File: src/rtl/sync_fifo_flex.sv
// Parametrised single-clock FIFO with occupancy count, programmable almost flags,
// overflow/underflow pulses, synchronous flush and optional first-word-fall-through.
module sync_fifo_flex #(
  parameter int unsigned WIDTH         = 8,
  parameter int unsigned DEPTH         = 16,
  parameter int unsigned ADDR_WIDTH    = $clog2(DEPTH),
  parameter int unsigned AFULL_THRESH  = DEPTH - 4,
  parameter int unsigned AEMPTY_THRESH = 4,
  parameter bit          FWFT          = 1'b0
) (
  input  logic                  clk_i,
  input  logic                  rst_ni,
  input  logic                  clr_i,
  input  logic                  wr_en_i,
  input  logic [WIDTH-1:0]      wdata_i,
  input  logic                  rd_en_i,
  output logic [WIDTH-1:0]      rdata_o,
  output logic                  rvalid_o,
  output logic                  full_o,
  output logic                  empty_o,
  output logic                  almost_full_o,
  output logic                  almost_empty_o,
  output logic [ADDR_WIDTH:0]   count_o,
  output logic                  overflow_o,
  output logic                  underflow_o
);

  typedef logic [ADDR_WIDTH:0] ptr_t;

  localparam ptr_t AFULL_C  = ptr_t'(AFULL_THRESH);
  localparam ptr_t AEMPTY_C = ptr_t'(AEMPTY_THRESH);

  ptr_t             wr_ptr_q, wr_ptr_d;
  ptr_t             rd_ptr_q, rd_ptr_d;
  ptr_t             count;
  logic             full, empty;
  logic             wr_acc, rd_acc;
  logic             ovf_q, ovf_d;
  logic             udf_q, udf_d;
  logic [WIDTH-1:0] mem_q [DEPTH];

  // Flags come only from the registered pointers, so no input reaches them combinationally.
  assign count = wr_ptr_q - rd_ptr_q;
  assign full  = (wr_ptr_q[ADDR_WIDTH-1:0] == rd_ptr_q[ADDR_WIDTH-1:0]) &&
                 (wr_ptr_q[ADDR_WIDTH] != rd_ptr_q[ADDR_WIDTH]);
  assign empty = (wr_ptr_q == rd_ptr_q);

  assign wr_acc = wr_en_i && !full  && !clr_i;
  assign rd_acc = rd_en_i && !empty && !clr_i;

  always_comb begin
    wr_ptr_d = wr_ptr_q;
    rd_ptr_d = rd_ptr_q;
    ovf_d    = 1'b0;
    udf_d    = 1'b0;
    if (clr_i) begin
      wr_ptr_d = '0;
      rd_ptr_d = '0;
    end else begin
      if (wr_acc) wr_ptr_d = wr_ptr_q + ptr_t'(1);
      if (rd_acc) rd_ptr_d = rd_ptr_q + ptr_t'(1);
      ovf_d = wr_en_i && full;
      udf_d = rd_en_i && empty;
    end
  end

  always_ff @(posedge clk_i or negedge rst_ni) begin
    if (!rst_ni) begin
      wr_ptr_q <= '0;
      rd_ptr_q <= '0;
      ovf_q    <= 1'b0;
      udf_q    <= 1'b0;
    end else begin
      wr_ptr_q <= wr_ptr_d;
      rd_ptr_q <= rd_ptr_d;
      ovf_q    <= ovf_d;
      udf_q    <= udf_d;
    end
  end

  always_ff @(posedge clk_i) begin
    if (wr_acc) mem_q[wr_ptr_q[ADDR_WIDTH-1:0]] <= wdata_i;
  end

  generate
    if (FWFT) begin : g_fwft
      // Head is masked to zero while empty so the stale array never shows on rdata_o.
      assign rdata_o  = empty ? '0 : mem_q[rd_ptr_q[ADDR_WIDTH-1:0]];
      assign rvalid_o = !empty;
    end else begin : g_std
      logic [WIDTH-1:0] rdata_q;
      logic             rvalid_q;

      always_ff @(posedge clk_i or negedge rst_ni) begin
        if (!rst_ni) begin
          rdata_q  <= '0;
          rvalid_q <= 1'b0;
        end else begin
          rvalid_q <= rd_acc;
          if (rd_acc) rdata_q <= mem_q[rd_ptr_q[ADDR_WIDTH-1:0]];
        end
      end

      assign rdata_o  = rdata_q;
      assign rvalid_o = rvalid_q;
    end
  endgenerate

  assign count_o        = count;
  assign full_o         = full;
  assign empty_o        = empty;
  assign almost_full_o  = (count >= AFULL_C);
  assign almost_empty_o = (count <= AEMPTY_C);
  assign overflow_o     = ovf_q;
  assign underflow_o    = udf_q;

endmodule

File: config.mk
export PLATFORM = sky130hd
export DESIGN_NAME = sync_fifo_flex
export DESIGN_NICKNAME = d
export VERILOG_FILES = /design/src/rtl/sync_fifo_flex.sv
export SDC_FILE = /design/constraint.sdc
export NUM_CORES = 1
export LEC_CHECK = 0
export CAP_MARGIN = 40
export CORE_AREA = 10 10 103 128
export CTS_CLUSTER_DIAMETER = 60
export CTS_CLUSTER_SIZE = 24
export DETAILED_ROUTE_END_ITERATION = 12
export DIE_AREA = 0 0 113 138
export PLACE_DENSITY = 0.81
export SYNTH_ARGS = -nofsm -noshare
export SYNTH_HDL_FRONTEND = slang
export SYNTH_SLANG_ARGS = --single-unit
File: constraint.sdc
create_clock -name clk_i -period 3 [get_ports clk_i]
set_input_delay 0.6 -clock clk_i [delete_from_list [all_inputs] [get_ports clk_i]]
set_output_delay 0.6 -clock clk_i [all_outputs]
set_load 0.1 [all_outputs]
After elaboration in Yosys (flattened, before gate mapping). Memory sizes are Yosys's and may differ from the RTL's. A register that Yosys moved wholly into a read port is not among the register bits. Index checks and enable logic that the tools add are counted.

Flip-flop bits (word level): 13. Output and inout port bits: 20. Memories kept: 1. Word-level logic and storage cells: 35. Bits of input ports: 13. RAM bits: 128.

Memories: mem_q (words 16, width 8, rd ports 1, clocked after memory_dff 1, write ports 1, line 40) `logic [WIDTH-1:0] mem_q [DEPTH];`.

Reductions and logical operators: 13. Order comparisons: 2. Mux-type cells: 8. $add $sub $neg: 3. Equal/unequal tests: 3.

Operators with widths (count): $mux 5 (4); $add 5x1->5 const B (2); $logic_and 1x1->1 (7); $eq 5x5->1 (1); $ge 5x4->1 const B (1); $le 5x3->1 const B (1); $sub 5x5->5 (1); $eq 4x4->1 (1); $logic_not 1->1 (4); $mux 1 (4); $reduce_bool 2->1 (2); $ne 1x1->1 (1).

Longest topological paths before layout. Gate-level depths: netlist (run 1).

Depth in word-level cells: 7. Mapped depth: 9.

Least setup slack after synthesis (run 1). OpenSTA, ideal clock, no wires.

Path type: register to output. Start point: register rd_ptr_q[1]. End point: output almost_full_o. Cell stages (with the launch flop): 9. Setup slack: -1482 ps. Arrival: 3882 ps. Required time: 2400 ps. Cell sequence: dfrtp_1 -> buf_4 -> buf_2 -> inv_1 -> ha_1 -> nor2b_1 -> o21ai_0 -> a21boi_0 -> o32ai_1.

Longest elaborated chain between the ends: 2.

Ends and longest elaborated chain: start: declaration (line 34) `ptr_t rd_ptr_q, rd_ptr_d;`; start signal: assignment (line 75) `rd_ptr_q <= rd_ptr_d;`; $sub 5x5->5 (line 43) `assign count = wr_ptr_q - rd_ptr_q;`; $ge 5x4->1 (line 112) `assign almost_full_o = (count >= AFULL_C);`; end: declaration (line 21) `output logic almost_full_o,`.

No other way between the ends.

Final worst setup path (run 1).
Start point: register wr_ptr_q[0]. End point: output almost_empty_o.

Longest elaborated chain between the ends: 2.

Ends and longest elaborated chain: start: declaration (line 33) `ptr_t wr_ptr_q, wr_ptr_d;`; start signal: assignment (line 74) `wr_ptr_q <= wr_ptr_d;`; $sub 5x5->5 (line 43); $le 5x3->1 (line 113) `assign almost_empty_o = (count <= AEMPTY_C);`; end: declaration (line 22) `output logic almost_empty_o,`.

No other way between the ends.

==> flow_summary.json, run 1 <==
{
  "dr.pass1.iters": 4,
  "design_area_um2": 7503,
  "cts.sinks": 149,
  "fin_nets": 470,
  "ir_worst_vdd_uv": 512.8,
  "vias": 3523,
  "fin_util_pct": 69.39,
  "endpoint_kind": "output pin",
  "synth_fp_nets": 408,
  "cts_made_buffers": 17,
  "die_area_um2": 15590,
  "ys.flop_type": "edfxtp_1",
  "fillCellCount": 647,
  "ys_ff_latch": 149,
  "fmax_mhz": 343.3,
  "drc_errors": 0,
  "grt_pass1_vias": 3733,
  "grt_antenna_before_repair": 0,
  "p_per_area_nw_per_um2": 829.9,
  "fin_skew_ns": 0.004130,
  "synthArstFlopShare_pct": 14.09,
  "gr-total-overflow": 0,
  "dpl.hpwl_mm": 8.550,
  "leakage_nw": 2.543,
  "status": "finished clean",
  "io_buffers": 32,
  "final_common_cell": "edfxtp_1",
  "die_x_um": 113,
  "drive_gt1_share_pct": 23.91,
  "die_y_um": 138,
  "cap_violations": 0,
  "cp-start-kind": "flip-flop",
  "cp.required_ns": 2.40,
  "slew_headroom_pct": 53.72,
  "placed_area_um2": 6814,
  "area_growth_pct": 22.26,
  "antenna_cells": 0,
  "clk_path_buf_depth": 2,
  "use_met1_pct": 19.00,
  "cts_tree": "done",
  "synth_enable_flop_cells": 128,
  "syn-instance-count": 385,
  "grt_max_degree": 46,
  "hold_viol": 0,
  "first_iter_violations": 349,
  "cts_root_buf": "clkbuf_16",
  "place.gp.congestion": 0.8577,
  "yosysWarnings": 0,
  "io_pins": 33,
  "met2_usage_pct": 28.86,
  "clock_latency_ns": 0.41,
  "cts_max_level": 4,
  "ys_types": 44,
  "ys_seq_area_share_pct": 71.19,
  "period_minus_slack_ns": 2.913,
  "crit_path_max_fanout": 4,
  "row_count": 43,
  "viasPerCell": 5.921,
  "wl_per_cell_um": 22.10,
  "path_clk_slew_ns": 0.06,
  "postSynthAreaPerCell_um2": 15.94,
  "use_met3_pct": 4.372,
  "initial_core_util_pct": 56.75,
  "finalSetupViolCount": 0,
  "rr_worst_depth": 6,
  "period_share_pct": 97.09,
  "slew_viol_final": 0,
  "synth_area_um2": 6137,
  "critPathKind": "flip-flop to output pin",
  "hp-class": "input port to async pin",
  "worst_slew_pin_slew_ns": 0.6941,
  "ant_nets": 0,
  "layout_common_cells": "edfxtp_1, mux2i_1, buf_4",
  "worst_ep_arrival_time_ns": 2.31,
  "top_usage_layer": "met2",
  "wl_mm": 13.15,
  "cts_hold_buffers": 0,
  "grt_first_pass_wirelength_mm": 20.38,
  "core_um2": 10810,
  "track_usage_pct": 17.06
}
==> layout make-up <==
cell class	instances	area (um2)	area share, %
well taps	135	168.9	2.251
inverters	10	37.54	0.5002
clock inverters	6	60.06	0.8004
repair buffers	61	600.6	8.004
flip-flops and latches	149	4373	58.28
multi-input cells	208	1712	22.81
clock buffers	26	551.8	7.354
==> through the flow <==
stage / hold slack, ns / std cells / TNS (ns) / setup slack [ns] / power (mW)
2_1_floorplan: 0.3044 / 385 / -0.8925 / -0.3381 / 3.626
4_1_cts: 0.5409 / 592 / 0 / 0.01393 / 6.227
3_5_place_dp: 0.5506 / 559 / 0 / 0.2114 / 4.124
5_1_grt: 0.5635 / 595 / -0.01311 / -0.01311 / 6.394
6_report: 0.5383 / 595 / 0 / 0.08743 / 6.227
3_3_place_gp: 0.5335 / 559 / 0 / 0.3582 / 4.087
==> sequential cells by signal (all words and copies together) (netlist names) <==
| signal | count |
|---|---|
| mem_q | 128 |
| overflow_o | 1 |
| rd_ptr_q | 5 |
| rdata_o | 8 |
| rvalid_o | 1 |
| underflow_o | 1 |
| wr_ptr_q | 5 |
==> path summary, 6_finish.rpt <==
path / from / endpoint / slack (ns)
max: wr_ptr_q[0] / almost_empty_o / 0.09
min: rst_ni / wr_ptr_q[3] / 0.54
max reg2reg: wr_ptr_q[3] / mem_q[3][6] / 0.52
max in group asynchronous: rst_ni / wr_ptr_q[2] / 2.22
min in group clk_i: rdata_o[0] / rdata_o[0] / 0.55
min reg2reg: rdata_o[0] / rdata_o[0] / 0.55
==> cells by family (layout without fill, tap and decap cells) <==
group           after synthesis  count (layout)  share of synthesized area, %
flops                       149             149                         71.19
mux                          58              58                         11.09
xor+xnor                      8               8                         1.264
simple gates                 72              72                         5.546
buf+inv                      28             103                         2.344
fa+ha+maj                    10              10                         2.161
compound gates               60              60                         6.402
==> worst max-delay path, cell delays in order, from the launching register on <==
cell	delay [ns]
dfrtp_1	0.36
inv_2	0.08
ha_4	0.17
fa_2	0.39
xor2_2	0.25
inv_1	0.12
o21ai_0	0.13
o221a_4	0.24
buf_12	0.17
==> power breakdown <==
group	switching, mW	total, mW	internal [mW]
sequential	0.0518	2.38	2.33
clock	0.764	2.11	1.35
combinational	1.19	1.73	0.543
==> cells in the mapped netlist (2+ instances only) <==
| library cell | count | area (um2) |
|---|---|---|
| xnor2_1 | 3 | 26.28 |
| o21ai_0 | 14 | 70.07 |
| a31oi_1 | 8 | 50.05 |
| ha_1 | 9 | 112.6 |
| edfxtp_1 | 128 | 3844 |
| o211ai_1 | 2 | 15.01 |
| buf_2 | 7 | 35.03 |
| a21oi_1 | 5 | 25.02 |
| inv_1 | 10 | 37.54 |
| buf_4 | 4 | 30.03 |
| clkbuf_1 | 4 | 15.01 |
| nand2b_1 | 4 | 25.02 |
| a221oi_1 | 8 | 70.07 |
| nand2_1 | 7 | 26.28 |
| dfrtp_1 | 21 | 525.5 |
| or3_1 | 3 | 18.77 |
| nor2_1 | 39 | 146.4 |
| o22ai_1 | 16 | 100.1 |
| nor3_1 | 6 | 30.03 |
| mux4_2 | 8 | 180.2 |
| nor2b_1 | 3 | 18.77 |
| xor2_1 | 4 | 35.03 |
| buf_6 | 2 | 22.52 |
| mux2i_1 | 50 | 500.5 |
==> per-layer routing <==
layer  wire, um  part of all wire (%)
met5          0                     0
met4        433                   3.3
met3        956                   7.3
met2       6863                    52
met1       4895                    37
==> what timing repair did <==
| action | in CTS | in global routing |
|---|---|---|
| pin swaps | 1 | 3 |
| buffers inserted | 1 | 3 |
| resized for setup | 6 | 10 |
| endpoints found under the setup margin | 3 | 3 |
No activity file was read; power rests on OpenSTA's default activity.
==> run 2: changes to the inputs <==
==> config.mk (replaced) <==
export PLATFORM = sky130hd
export DESIGN_NAME = sync_fifo_flex
export DESIGN_NICKNAME = d
export VERILOG_FILES = /design/src/rtl/sync_fifo_flex.sv
export SDC_FILE = /design/constraint.sdc
export NUM_CORES = 1
export LEC_CHECK = 0
export CAP_MARGIN = 20
export CORE_AREA = 10 10 130 162
export CTS_CLUSTER_DIAMETER = 60
export CTS_CLUSTER_SIZE = 24
export DETAILED_ROUTE_END_ITERATION = 12
export DIE_AREA = 0 0 140 172
export PLACE_DENSITY = 0.55
export SYNTH_ARGS = -nofsm -noshare
export SYNTH_HDL_FRONTEND = slang
export SYNTH_SLANG_ARGS = --single-unit
==> flow_summary.json, run 2 (synthesis gave the netlist of run 1 again) <==
{
  "wl_per_cell_um": 19.97,
  "crit_buf_inv": 2,
  "layout_common_cells": "edfxtp_1, mux2i_1, buf_4",
  "critPathSlowestCell": "dfrtp_2",
  "grt_max_degree": 31,
  "row_count": 55,
  "p_per_area_nw_per_um2": 825.9,
  "drc_errors": 0,
  "gr-total-overflow": 0,
  "hold_viol": 0,
  "drive_gt1_share_pct": 23.86,
  "status": "finished clean",
  "largest_register_ffs": 128,
  "die_y_um": 172,
  "io_pins": 33,
  "slew_headroom_pct": 55.35,
  "timing.hold.ws_ns": 0.5395,
  "ir_worst_vdd_uv": 383.0,
  "fillCellCount": 1611,
  "crit_chain": "ha_1 > nor2b_1 > o21ai_1 > a21oi_2 > buf_4 > o32ai_4 > buf_12",
  "io_buffers": 32,
  "crit_family": "flip-flops",
  "slew_viol_final": 0,
  "viasPerCell": 5.013,
  "fmax_mhz": 342.2,
  "dpl.cell_count": 652,
  "period_share_pct": 97.41,
  "fin_nets": 471,
  "cts.sinks": 149,
  "first_iter_violations": 193,
  "path_clk_slew_ns": 0.06,
  "grt_first_pass_wirelength_mm": 20.81,
  "worst_slack_ns": 0.07782,
  "track_usage_pct": 11.44,
  "cts_max_level": 4,
  "initial_core_util_pct": 34.30,
  "hp-class": "input port to async pin",
  "worst_slew_pin_slew_ns": 0.6698,
  "wl_mm": 13.76,
  "worst_ep_arrival_time_ns": 2.32,
  "die_x_um": 140,
  "cts_made_buffers": 17,
  "endpoint_kind": "output pin",
  "grt_pass1_vias": 3550,
  "leakage_nw": 2.542,
  "cp.required_ns": 2.40,
  "pre_cts_ws_ns": 0.2655,
  "dpl.hpwl_mm": 9.222,
  "final_cells": 689,
  "clock_latency_ns": 0.41,
  "fin_skew_ns": 0.01304,
  "critPathKind": "flip-flop to output pin",
  "grt_antenna_before_repair": 0,
  "vias": 3454,
  "cap_violations": 0,
  "die_area_um2": 24080,
  "max_stage_delay_ns": 0.49,
  "rsz0062_at_grt": "no",
  "dr.pass1.iters": 4,
  "area_growth_pct": 24.20,
  "period_minus_slack_ns": 2.922,
  "place.gp.congestion": 0.8128,
  "cts_tree": "done",
  "cts_root_buf": "clkbuf_16",
  "ant_nets": 0,
  "finalSetupViolCount": 0,
  "clk_path_buf_depth": 2,
  "antenna_cells": 0,
  "final_common_cell": "edfxtp_1",
  "cp-start-kind": "flip-flop",
  "core_um2": 17890,
  "crit_path_max_fanout": 10
}
run 2: cell count changes in the layout (fill, tap and decap cells not counted), moves of 2 or more:
cell	delta
clkbuf_1	-2
clkbuf_16	-2
inv_6	+3
clkbuf_8	-5
inv_4	-2
clkinv_4	+2
inv_8	+2
bufinv_16	+2
run 2: repair_timing:
item	in CTS	in global routing
resized for setup	6	6
pin swaps	2	2
hold buffers	0	0
hold endpoints to repair	0	0
setup buffers	1	4
endpoints found under the setup margin	3	5
run 2: layout make-up:
cell class | count | area, um2 | area share, %
sequential | 149 | 4373 | 57.37
timing repair buffer | 62 | 608.1 | 7.978
inverter | 10 | 37.54 | 0.4924
clock inverter | 15 | 196.4 | 2.577
multi-input combinational | 208 | 1697 | 22.26
clock buffer | 17 | 425.4 | 5.581
tap | 228 | 285.3 | 3.743
run 2: final timing paths:
check,startpoint,endpoint,slack (ns),cells after the start
worst max-delay path,wr_ptr_q[2],almost_full_o,0.08,7
worst min-delay path,rst_ni,wr_ptr_q[0],0.54,2
worst max register to register,wr_ptr_q[3],mem_q[0][1],0.42,6
worst min register to register,rdata_o[1],rdata_o[1],0.56,2
max in group asynchronous,rst_ni,wr_ptr_q[2],2.20,2
min in group clk_i,rdata_o[1],rdata_o[1],0.56,2
run 2: metal layers:
metal  wire (um)  vias up  GRT usage, %
met2        7313       61         20.66
met5           0        -             0
met3         545       15         2.497
met4         221        0         4.406
li1            -     1619             -
met1        5682     1759         12.89
run 2: stage by stage:
stage               util, %  area, um2  power [mW]  TNS, ns
finish                42.60       7622       6.295        0
global route          42.60       7622       6.498        0
CTS                   42.38       7584       6.328        0
detailed placement    38.73       6930       4.136        0
global placement      38.73       6930       4.116        0
floorplan                 -       6180       3.626  -0.8925
run 2: worst register-to-register path, cell delays in order (launching register included):
cell and delay, ns:
dfrtp_1 0.50, ha_1 0.43, and4_1 0.26, a21oi_1 0.35, nand2_1 0.31, nor3_1 0.21
buf_4 0.21
run 2: power breakdown:
| group | switching (mW) | internal [mW] | leakage, nW | total [mW] |
|---|---|---|---|---|
| registers | 0.0510 | 2.33 | 1.41 | 2.38 |
| clock network | 0.850 | 1.33 | 0.298 | 2.18 |
| logic | 1.19 | 0.539 | 0.828 | 1.73 |
| total | 2.09 | 4.20 | 2.54 | 6.30 |
==> run 3: changes to the inputs <==
--- a/config.mk
+++ b/config.mk
@@ -7,7 +7,7 @@
 export LEC_CHECK = 0
 export CAP_MARGIN = 20
 export CORE_AREA = 10 10 130 162
-export CTS_CLUSTER_DIAMETER = 60
+export CTS_CLUSTER_DIAMETER = 80
 export CTS_CLUSTER_SIZE = 24
 export DETAILED_ROUTE_END_ITERATION = 12
 export DIE_AREA = 0 0 140 172
==> results of run 3 <==
No change in the layout: final DEF, timing and power equal those of run 2.
